## src/rtl/hazard_pkg.sv

```systemverilog
// hazard_pkg: shared scoreboard entry type and operand-select constants
package hazard_pkg;
  localparam int MAX_AW = 16;
  localparam int FWD_RF = 0;
  typedef struct packed {
    logic              valid;
    logic              wb_en;
    logic              mem_read;
    logic [MAX_AW-1:0] dest;
  } entry_t;
endpackage

```

## src/rtl/hazard_scoreboard_if.sv

```systemverilog
// hazard_scoreboard_if: ID-stage request and hazard-unit response bundle
interface hazard_scoreboard_if #(
  parameter int REG_AW = 5,
  parameter int DEPTH  = 2,
  parameter int CNT_W  = 16
);
  localparam int SEL_W = $clog2(DEPTH + 1);
  logic              id_valid;
  logic [REG_AW-1:0] src1;
  logic [REG_AW-1:0] src2;
  logic              isSrc2;
  logic [REG_AW-1:0] id_dest;
  logic              id_wb_en;
  logic              id_mem_read;
  logic              flush;
  logic              cnt_clr;
  logic              freez;
  logic [SEL_W-1:0]  fwd_sel1;
  logic [SEL_W-1:0]  fwd_sel2;
  logic [CNT_W-1:0]  stall_cnt;
  modport master (
    output id_valid, src1, src2, isSrc2, id_dest, id_wb_en, id_mem_read, flush, cnt_clr,
    input  freez, fwd_sel1, fwd_sel2, stall_cnt
  );
  modport slave (
    input  id_valid, src1, src2, isSrc2, id_dest, id_wb_en, id_mem_read, flush, cnt_clr,
    output freez, fwd_sel1, fwd_sel2, stall_cnt
  );
endinterface

```

## src/rtl/hazard_match.sv

```systemverilog
// hazard_match: youngest in-flight producer of one source operand
module hazard_match
  import hazard_pkg::*;
#(
  parameter int REG_AW     = 5,
  parameter int DEPTH      = 2,
  parameter int LOAD_STAGE = 1,
  parameter int ZERO_REG   = 0,
  parameter int SEL_W      = $clog2(DEPTH + 1)
) (
  input  entry_t [DEPTH-1:0] ent,
  input  logic [REG_AW-1:0]  src,
  input  logic               en,
  output logic               found,
  output logic [SEL_W-1:0]   idx,
  output logic               load_stall
);
  logic live;
  assign live = en && !(ZERO_REG != 0 && src == '0);
  // scan oldest to youngest so the youngest hit overwrites older ones
  always_comb begin
    found      = 1'b0;
    idx        = '0;
    load_stall = 1'b0;
    for (int k = DEPTH - 1; k >= 0; k--)
      if (live && ent[k].valid && ent[k].wb_en && ent[k].dest == MAX_AW'(src)) begin
        found      = 1'b1;
        idx        = SEL_W'(k);
        load_stall = ent[k].mem_read && k < LOAD_STAGE;
      end
  end
endmodule

```

## src/rtl/hazard_scoreboard.sv

```systemverilog
// hazard_scoreboard: post-ID destination scoreboard driving freeze and forwarding
module hazard_scoreboard
  import hazard_pkg::*;
#(
  parameter int REG_AW     = 5,
  parameter int DEPTH      = 2,
  parameter int FWD_EN     = 1,
  parameter int LOAD_STAGE = 1,
  parameter int ZERO_REG   = 0,
  parameter int CNT_W      = 16
) (
  input logic               clk,
  input logic               rst,
  hazard_scoreboard_if.slave bus
);
  localparam int SEL_W = $clog2(DEPTH + 1);
  entry_t [DEPTH-1:0] ent;
  entry_t             fill;
  logic               f1, f2, l1, l2, freez;
  logic [SEL_W-1:0]   i1, i2;
  logic [CNT_W-1:0]   cnt;
  hazard_match #(.REG_AW(REG_AW), .DEPTH(DEPTH), .LOAD_STAGE(LOAD_STAGE), .ZERO_REG(ZERO_REG), .SEL_W(SEL_W)) u_m1 (
    .ent(ent), .src(bus.src1), .en(bus.id_valid), .found(f1), .idx(i1), .load_stall(l1)
  );
  hazard_match #(.REG_AW(REG_AW), .DEPTH(DEPTH), .LOAD_STAGE(LOAD_STAGE), .ZERO_REG(ZERO_REG), .SEL_W(SEL_W)) u_m2 (
    .ent(ent), .src(bus.src2), .en(bus.id_valid && bus.isSrc2), .found(f2), .idx(i2), .load_stall(l2)
  );
  assign freez         = FWD_EN != 0 ? l1 || l2 : f1 || f2;
  assign bus.freez     = freez;
  assign bus.fwd_sel1  = FWD_EN != 0 && f1 && !l1 ? i1 + SEL_W'(1) : SEL_W'(FWD_RF);
  assign bus.fwd_sel2  = FWD_EN != 0 && f2 && !l2 ? i2 + SEL_W'(1) : SEL_W'(FWD_RF);
  assign bus.stall_cnt = cnt;
  assign fill = bus.id_valid && !freez && !bus.flush
              ? entry_t'{valid: 1'b1, wb_en: bus.id_wb_en, mem_read: bus.id_mem_read, dest: MAX_AW'(bus.id_dest)}
              : '0;
  // advance every tracked stage; ID issues into EXE or a bubble takes its place
  always_ff @(posedge clk or negedge rst)
    if (!rst) ent <= '0;
    else      ent <= {ent[DEPTH-2:0], fill};
  // saturating freeze-cycle counter, clear wins
  always_ff @(posedge clk or negedge rst)
    if (!rst) cnt <= '0;
    else      cnt <= bus.cnt_clr ? '0 : freez && !(&cnt) ? cnt + CNT_W'(1) : cnt;
endmodule
```

## src/flat_wrapper.sv

```systemverilog
// flat-port wrapper written by rule: the top's interface ports become plain ports
module hazard_scoreboard_flat import hazard_pkg::*;
#(
  parameter int REG_AW     = 5,
  parameter int DEPTH      = 2,
  parameter int FWD_EN     = 1,
  parameter int LOAD_STAGE = 1,
  parameter int ZERO_REG   = 0,
  parameter int CNT_W      = 16
)
  (clk, rst, bus_id_valid, bus_src1, bus_src2, bus_isSrc2, bus_id_dest, bus_id_wb_en, bus_id_mem_read, bus_flush, bus_cnt_clr, bus_freez, bus_fwd_sel1, bus_fwd_sel2, bus_stall_cnt);
  hazard_scoreboard_if #(.REG_AW(REG_AW), .DEPTH(DEPTH), .CNT_W(CNT_W)) bus_i ();
  input logic clk;
  input logic rst;
  input wire logic [$bits(bus_i.id_valid)-1:0] bus_id_valid;
  input wire logic [$bits(bus_i.src1)-1:0] bus_src1;
  input wire logic [$bits(bus_i.src2)-1:0] bus_src2;
  input wire logic [$bits(bus_i.isSrc2)-1:0] bus_isSrc2;
  input wire logic [$bits(bus_i.id_dest)-1:0] bus_id_dest;
  input wire logic [$bits(bus_i.id_wb_en)-1:0] bus_id_wb_en;
  input wire logic [$bits(bus_i.id_mem_read)-1:0] bus_id_mem_read;
  input wire logic [$bits(bus_i.flush)-1:0] bus_flush;
  input wire logic [$bits(bus_i.cnt_clr)-1:0] bus_cnt_clr;
  output wire logic [$bits(bus_i.freez)-1:0] bus_freez;
  output wire logic [$bits(bus_i.fwd_sel1)-1:0] bus_fwd_sel1;
  output wire logic [$bits(bus_i.fwd_sel2)-1:0] bus_fwd_sel2;
  output wire logic [$bits(bus_i.stall_cnt)-1:0] bus_stall_cnt;
  assign bus_i.id_valid = bus_id_valid;
  assign bus_i.src1 = bus_src1;
  assign bus_i.src2 = bus_src2;
  assign bus_i.isSrc2 = bus_isSrc2;
  assign bus_i.id_dest = bus_id_dest;
  assign bus_i.id_wb_en = bus_id_wb_en;
  assign bus_i.id_mem_read = bus_id_mem_read;
  assign bus_i.flush = bus_flush;
  assign bus_i.cnt_clr = bus_cnt_clr;
  assign bus_freez = bus_i.freez;
  assign bus_fwd_sel1 = bus_i.fwd_sel1;
  assign bus_fwd_sel2 = bus_i.fwd_sel2;
  assign bus_stall_cnt = bus_i.stall_cnt;
  hazard_scoreboard #(.REG_AW(REG_AW), .DEPTH(DEPTH), .FWD_EN(FWD_EN), .LOAD_STAGE(LOAD_STAGE), .ZERO_REG(ZERO_REG), .CNT_W(CNT_W)) u_core (.clk(clk), .rst(rst), .bus(bus_i));
endmodule
```

## config.mk

```make
export PLATFORM = sky130hd
export DESIGN_NAME = hazard_scoreboard_flat
export DESIGN_NICKNAME = d
export VERILOG_FILES = /design/src/rtl/hazard_pkg.sv /design/src/rtl/hazard_scoreboard_if.sv /design/src/rtl/hazard_match.sv /design/src/rtl/hazard_scoreboard.sv /design/src/flat_wrapper.sv
export SDC_FILE = /design/constraint.sdc
export NUM_CORES = 1
export LEC_CHECK = 0
export CAP_MARGIN = 20
export CORE_MARGIN = 2
export CORE_UTILIZATION = 40
export DETAILED_ROUTE_END_ITERATION = 6
export PLACE_DENSITY = 0.78
export REMOVE_ABC_BUFFERS = 1
export SLEW_MARGIN = 20
export SYNTH_ARGS = -nofsm -noshare
export SYNTH_HDL_FRONTEND = slang
export SYNTH_SLANG_ARGS = --single-unit
```

## constraint.sdc

```tcl
create_clock -name clk -period 5.3 [get_ports clk]
set_input_delay 0.795 -clock clk [delete_from_list [all_inputs] [get_ports clk]]
set_output_delay 0.795 -clock clk [all_outputs]
set_load 0.1 [all_outputs]
```

# After elaboration in Yosys (flattened, before gate mapping)
# Cells that the tools add are included.
[word_totals] elab_cells=56 in_bits=23 ff_bits=53
[op_classes] reduce_logical=26 n_eq_ne=4 mux=15 n_addsub=3
[op_table] operator="equality test 16 x 5 -> 1 bit" n=4
[op_table] operator="2-to-1 mux 16 bit" n=2
[op_table] operator="2-to-1 mux 19 bit" n=1
[op_table] operator="logical AND 1 bit" n=18
[op_table] operator="adder 16 x 1 -> 16 bit (second input constant)" n=1
[op_table] operator="AND reduction 16 bit" n=1
[op_table] operator="2-to-1 mux 1 bit" n=10
[op_table] operator="zero test 1 bit" n=5
[op_table] operator="adder 1 x 1 -> 2 bit (second input constant)" n=2
[op_table] operator="2-to-1 mux 2 bit" n=2
[op_table] operator="nonzero test 2 bit" n=1
[op_table] operator="logical OR 1 bit" n=1

# Longest topological paths before layout
[logic_depth] depth_word=10 depth_mapped=8 mapped_depth_nobuf=6

# By module
# A second synthesis with hierarchy kept.
[hier_totals] hier_cells=198 hier_area_um2=1875.5
[by_module_without_submodules] mod="hazard_scoreboard" area_per_inst_um2=1462.7 instances=1 cells_each=136
[by_module_without_submodules] mod="hazard_match" area_per_inst_um2=206.4 instances=2 cells_each=31

# Least setup slack after synthesis
# Ideal clock, no wire load.
[synth_path] kind="input to output" from="in bus_src1[4]" to="out bus_fwd_sel1[1]" t_required_ns=4.505 t_arrival_ns=3.240 cell_stages=5 setup_slack_ns=1.265 cell_sequence="xor2_1 nor4_1 nand3_1 nand3_1 nor3_1"
[synth_between] elab_chain_len=6
[synth_rtl] item="from (decl)" line="flat_wrapper.sv:16" rtl="input wire logic [$bits(bus_i.src1)-1:0] bus_src1;"
[synth_rtl] item="equality test 16 x 5 -> 1 bit" line="hazard_match.sv:26" rtl="if (live && ent[k].valid && ent[k].wb_en && ent[k].dest == MAX_AW'(src)) begin"
[synth_rtl] item="logical AND 1 bit" line="hazard_match.sv:26"
[synth_rtl] item="2-to-1 mux 1 bit" line="hazard_match.sv:26"
[synth_rtl] item="2-to-1 mux 1 bit or zero test 1 bit (tied branches)" line="hazard_match.sv:26, hazard_scoreboard.sv:30"
[synth_rtl] item="adder 1 x 1 -> 2 bit or logical AND 1 bit (tied branches)" line="hazard_scoreboard.sv:30" rtl="assign bus.fwd_sel1 = FWD_EN != 0 && f1 && !l1 ? i1 + SEL_W'(1) : SEL_W'(FWD_RF);"
[synth_rtl] item="2-to-1 mux 2 bit (*)" line="hazard_scoreboard.sv:30"
[synth_rtl] item="to (decl)" line="flat_wrapper.sv:25" rtl="output wire logic [$bits(bus_i.fwd_sel1)-1:0] bus_fwd_sel1;"
# Mark *: on every way between the ends. The rest lies on a longest branch, timed or not.

# Worst setup path after layout
[layout_path] from="in bus_id_valid" to="out bus_fwd_sel2[0]"
[layout_between] elab_chain_len=8
[layout_rtl] item="from (decl)" line="flat_wrapper.sv:15" rtl="input wire logic [$bits(bus_i.id_valid)-1:0] bus_id_valid;"
[layout_rtl] item="logical AND 1 bit (*)" line="hazard_scoreboard.sv:26" rtl=".ent(ent), .src(bus.src2), .en(bus.id_valid && bus.isSrc2), .found(f2), .idx(i2), .load_stall(l2)"
[layout_rtl] item="logical AND 1 bit (3 in a row)" line="hazard_match.sv:26"
[layout_rtl] item="2-to-1 mux 1 bit" line="hazard_match.sv:26"
[layout_rtl] item="2-to-1 mux 1 bit or zero test 1 bit (tied branches)" line="hazard_match.sv:26, hazard_scoreboard.sv:31"
[layout_rtl] item="adder 1 x 1 -> 2 bit or logical AND 1 bit (tied branches)" line="hazard_scoreboard.sv:31" rtl="assign bus.fwd_sel2 = FWD_EN != 0 && f2 && !l2 ? i2 + SEL_W'(1) : SEL_W'(FWD_RF);"
[layout_rtl] item="2-to-1 mux 2 bit (*)" line="hazard_scoreboard.sv:31"
[layout_rtl] item="to (decl)" line="flat_wrapper.sv:26" rtl="output wire logic [$bits(bus_i.fwd_sel2)-1:0] bus_fwd_sel2;"
# Marks and branches as above.

==> out/qor.yml <==
status: "finished, final reports clean"
numPortBuffers: 43
synth_area_sq_um: 1570
syn_area_per_cell_sq_um: 10.4
hold_viol: 0
whs_ns: 0.378
total_power_uw: 461
synth_area_leaders: "dfrtp_1 49%, xor2_1 7.8%, a21oi_1 4.1%, nand3_1 3.8%, xnor2_1 3.3%"
rr_worst_depth: 6
async_flop_share: 1.00
die_area_sq_um: 4450
max_slew_margin: 0.340
clkSinkCount: 31
die_w_um: 66.7
synth-edff-count: 0
clkTransAtPathRegs_ns: 0.06
htreeDepth: 2
grt_antenna_before_repair: 0
leakagePower_uw: 0.000852
hold_end: "u_core.ent[37]$_DFF_PN0_"
drtIter0Drc: 105
multiInputGateArea_sq_um: 743
regToRegStartpoint: "u_core.ent[2]$_DFF_PN0_"
firstDrtPassIters: 4
finalWirelength_um: 3640
final_core_utilization: 0.568
ir_drop_uv: 126
p_per_area_nw_per_um2: 218
yosysUniqueCellTypes: 34
yosys_warnings: 0
slew_viol_final: 0
hold_buffers: 0
cp-end-kind: "output port"
num_vias: 1318
worst-setup-path-type: "in2out"
die_h_um: 66.7
cts_root_buf: "clkbuf_8"
clock_path_buffers: 2
hold_path.class: "reg2reg"
io_pins: 44
dpl.hpwl_um: 2700
crit_required_ns: 4.51
std_cell_rows: 22
period_share: 0.767
gp_congestion: 0.908
synth_largest_area_cell: "dfrtp_1"
synth_top_area_share: 0.493
worstSetupStartpointType: "primary input"
grt_max_degree: 32
worstMarginPinSlew_ns: 0.987
grt_pass1_vias: 1298
initial_utilization: 0.424
drive_above_1_share: 0.0650
hold-path-cell-count: 0
synth_most_common_cell: "dfrtp_1"
cp.arrival_ns: 3.27
drc: 0
ant_nets: 0
finClkSkew_ns: 0.00718
ys_top_cells_by_count: "31 x dfrtp_1, 14 x xor2_1, 13 x a21oi_1"
final_net_count: 223
cts_tree: "built"
via_per_inst: 5.31
fmax_ghz: 0.246
syn_to_final_growth_pct: 34.1
syn_inst: 152
synthFlopType: "dfrtp_1"
core_area_sq_um: 3720
cts_buffers: 5
rsz0062_at_grt: "no"
antenna_cells: 0
seq_area_frac_synth: 0.493
finalSetupViolations: 0
min_from: "u_core.ent[18]$_DFF_PN0_"
grt_pass1_wl_um: 5980
routedWlPerCell_um: 14.7
clk_latency_ns: 0.28
period_needed_ns: 4.06
gr-total-overflow: 0
synth_seq_cells: 31
ctsResizeCount: 0
reg2reg_to: "u_core.bus.stall_cnt[13]$_DFFE_PN0P_"
fill_cells: 327
grt_usage: 0.184
maxCapViolations: 0
postCtsSetupBuffers: 0
final.setup.tns_ns: 0
final-seq-area_sq_um: 776
rrSetupSlack_ns: 2.66
path_max_fanout: 5
[sequential cells by signal (all words and copies together) (netlist names)]
register	flops
u_core.bus.stall_cnt	16
u_core.ent	15
[power breakdown]
group	total, uW	internal (uW)	switching, uW
Clock	174	91.9	82.4
Combinational	41.2	22.9	18.2
Sequential	245	241	4.08
[per-stage QoR]
stage	area, sq um	worst slack (ns)	std cells
6_report	2110	1.24	248
5_1_grt	2110	1.16	248
4_1_cts	2110	1.23	248
3_5_place_dp	2030	1.24	240
3_3_place_gp	2030	1.25	240
2_1_floorplan	1530	1.27	148
[critical path: stages]
cell             delay (ns)
clkdlybuf4s50_1        0.51
nand3_1                0.14
or4_4                  0.58
nor2_1                 0.11
clkdlybuf4s50_1        1.13
[how the worst max path moves through the flow]
stage | slack [ns] | start | cells after the start | endpoint
finish | 1.24 | bus_id_valid | 5 | bus_fwd_sel2[0]
global route | 1.16 | bus_src2[0] | 6 | bus_fwd_sel2[0]
CTS | 1.23 | bus_src2[0] | 6 | bus_fwd_sel2[0]
floorplan | 1.27 | bus_src1[4] | 5 | bus_fwd_sel1[1]
detailed placement | 1.24 | bus_src2[0] | 6 | bus_fwd_sel2[0]
global placement | 1.25 | bus_id_valid | 5 | bus_fwd_sel2[0]
[layer usage]
metal / wire length, um / global-route usage
met1: 1630 / 0.234
met5: 0 / 0
met4: 106 / 0.0969
met2: 1760 / 0.289
met3: 139 / 0.0439
[logic make-up (layout without fill, tap and decap cells)]
kind of cell	after synthesis	count (layout)	share of synthesized area
fa+ha+maj	1	1	0.00795
mux	2	2	0.0135
compound gates	28	28	0.103
xor+xnor	21	21	0.122
flops	31	31	0.493
simple gates	61	61	0.226
buf+inv	8	56	0.0350
[layout make-up]
| class | count | share of cell area |
|---|---|---|
| Sequential cell | 31 | 0.368 |
| Timing Repair Buffer | 44 | 0.206 |
| Multi-Input combinational cell | 113 | 0.352 |
| Clock inverter | 1 | 0.00237 |
| Tap cell | 48 | 0.0285 |
| Clock buffer | 7 | 0.0362 |
| Inverter | 4 | 0.00711 |
[layout by cell type (no fill, tap or decap), types with 2 or more instances in the layout]
cell type        instances
clkdlybuf4s50_1         42
dfrtp_1                 31
xor2_1                  14
a21oi_1                 13
nand3_1                 12
and2_1                   7
xnor2_1                  6
nor2_1                   6
o21ai_0                  6
or3_1                    6
nor3_1                   5
nand2_1                  5
o31ai_1                  5
or4_1                    5
clkbuf_8                 5
nor4_1                   4
nand4_1                  4
inv_1                    4
and4_1                   2
clkbuf_1                 2
buf_4                    2
Power figures use the tool's default switching activity.
==> variant: new RTL, config.mk and constraints unchanged <==
`REG_AW` is set to 5 in 4 places; all go to 4.
--- a/src/rtl/hazard_scoreboard_if.sv
+++ b/src/rtl/hazard_scoreboard_if.sv
@@ -2,3 +2,3 @@
 interface hazard_scoreboard_if #(
-  parameter int REG_AW = 5,
+  parameter int REG_AW = 4,
   parameter int DEPTH  = 2,
--- a/src/rtl/hazard_match.sv
+++ b/src/rtl/hazard_match.sv
@@ -4,3 +4,3 @@
 #(
-  parameter int REG_AW     = 5,
+  parameter int REG_AW     = 4,
   parameter int DEPTH      = 2,
--- a/src/rtl/hazard_scoreboard.sv
+++ b/src/rtl/hazard_scoreboard.sv
@@ -4,3 +4,3 @@
 #(
-  parameter int REG_AW     = 5,
+  parameter int REG_AW     = 4,
   parameter int DEPTH      = 2,
--- a/src/flat_wrapper.sv
+++ b/src/flat_wrapper.sv
@@ -3,3 +3,3 @@
 #(
-  parameter int REG_AW     = 5,
+  parameter int REG_AW     = 4,
   parameter int DEPTH      = 2,
Interface: changed (resized bus_id_dest, bus_src1 and bus_src2); port bits go from 44 to 41. The function was not compared with the original's and may differ.
==> variant against the original RTL <==
- sequential cell count down 2
- area after synthesis fell by 2.9%
- final cell count is 2.0% lower
- setup slack improved by 0.097 ns
- fmax is 2.5% higher
- global-route usage down 0.083 points
- sequential share of layout area shrank 1.8 points
- wire length increased by 2.9%
- power is 0.70% higher
- critical path type unchanged
- clock power rose by 14%
- design area down 1.6%
- first-iteration DRC count is 65% lower
==> variant: results (changes against the original RTL) <==
Number of global-route vias before repair = 1347 (+3.8%)
Met1 WL = 1610 um (-0.86%)
Largest cells by area after synthesis = dfrtp_1 47%, xor2_1 5.7%, a21oi_1 4.3%
Met3 Use GR = 4.60% (+0.21 points)
Met3 wire len = 215 um (+55%)
Leakage power = 0.832 nW (-2.4%)
Sequential area share after synthesis = 47.5% (-1.8 points)
Global-route wire length before repair = 5950 um (-0.35%)
Fmax = 0.252 GHz (+2.5%)
Initial antenna violation count = 0 (unchanged)
# placed instances = 235 (-2.1%)
R2r setup slk = 3.00 ns (+0.34 ns)
Status = complete, no violations
Hpwl dp = 2680 um (-0.85%)
Met1 Use GR = 22.1% (-1.3 points)
Slew margin rel. = 34.6% (+0.57 points)
Clock Skew = 0.00510 ns (-0.00208 ns)
Drt initial violations = 37 (-65%)
Max VDD drop = 0.146 mV (+16%)
Nets = 215 (-3.6%)
Dpl cell area = 0.00198 sq mm (-2.7%)
Layout cells sized above 1 = 8.72% (+2.2 points)
Worst Setup SP = bus_src2[1]
Total wire length = 3740 um (+2.9%)
Syn avg cell area = 10.1 sq um (-2.9%)
Worst-path fanout max = 2 (-3)
Sw power = 0.102 mW (-2.9%)
Worst Hold Class = flop to flop
Placer Congestion = 0.760 (-16%)
Met2 Wirelength = 1860 um (+5.4%)
GRT Util Overall = 18.3% (-0.083 points)
Largest net degree at the start of global routing = 31 (-3.1%)
Commonest cells post-synth = 29 x dfrtp_1, 13 x a21oi_1, 10 x xor2_1, 9 x nand3_1
RR Startpoint = u_core.bus.stall_cnt[0]
Worst EP arrival = 3.17 ns (-0.10 ns)
Port buffer count = 40 (-7.0%)
Place WS = 1.38 ns (+0.145 ns)
Routed wire per std cell = 15.4 um (+5.0%)
Synth async-reset ratio = 100% (unchanged)
Via count = 1361 (+3.3%)
Clock slew at reported path FFs = 0.06 ns (about the same)
Met2 Resource Use GR = 31.7% (+2.8 points)
CP max stage delay = 1.14 ns
## variant: power groups by stage
stage | logic (mW) | clock network (mW) | registers (mW)
2_1_floorplan | 0.0111 | 0 | 0.232
3_5_place_dp | 0.0372 | 0 | 0.233
6_report | 0.0369 | 0.198 | 0.229
4_1_cts | 0.0376 | 0.205 | 0.229
5_1_grt | 0.0400 | 0.210 | 0.229
3_3_place_gp | 0.0356 | 0 | 0.232
## variant: area by class of cell
cell class / count / area [sq um]
Inverter: 1 / 3.75
Tap cell: 48 / 60.1
Timing Repair Buffer: 42 / 415
Fill cell: 323 / 1580
Clock buffer: 7 / 96.3
Clock inverter: 1 / 5.00
Sequential cell: 29 / 726
Multi-Input combinational cell: 115 / 771
## variant: how the worst min path moves through the flow
| stage | slack [ns] | to | start | depth (start not counted) |
|---|---|---|---|---|
| floorplan | 0.35 | u_core.ent[37] | u_core.ent[18] | 0 |
| global placement | 0.37 | u_core.ent[37] | u_core.ent[18] | 0 |
| detailed placement | 0.37 | u_core.ent[36] | u_core.ent[17] | 0 |
| CTS | 0.39 | u_core.ent[36] | u_core.ent[17] | 0 |
| global route | 0.40 | u_core.ent[36] | u_core.ent[17] | 0 |
| finish | 0.39 | u_core.ent[37] | u_core.ent[18] | 0 |
## variant: cells by family (layout without fill, tap and decap cells)
| kind of cell | Yosys count | in the layout | synth area share [%] |
|---|---|---|---|
| adder cells (fa/ha/maj) | 1 | 1 | 0.818 |
| XOR/XNOR | 16 | 16 | 9.17 |
| flip-flops | 29 | 29 | 47.5 |
| AND/OR/NAND/NOR | 66 | 66 | 26.9 |
| multiplexers | 3 | 3 | 2.21 |
| AO/OA/AOI/OAI | 29 | 29 | 11.3 |
| buffers and inverters | 8 | 51 | 2.13 |
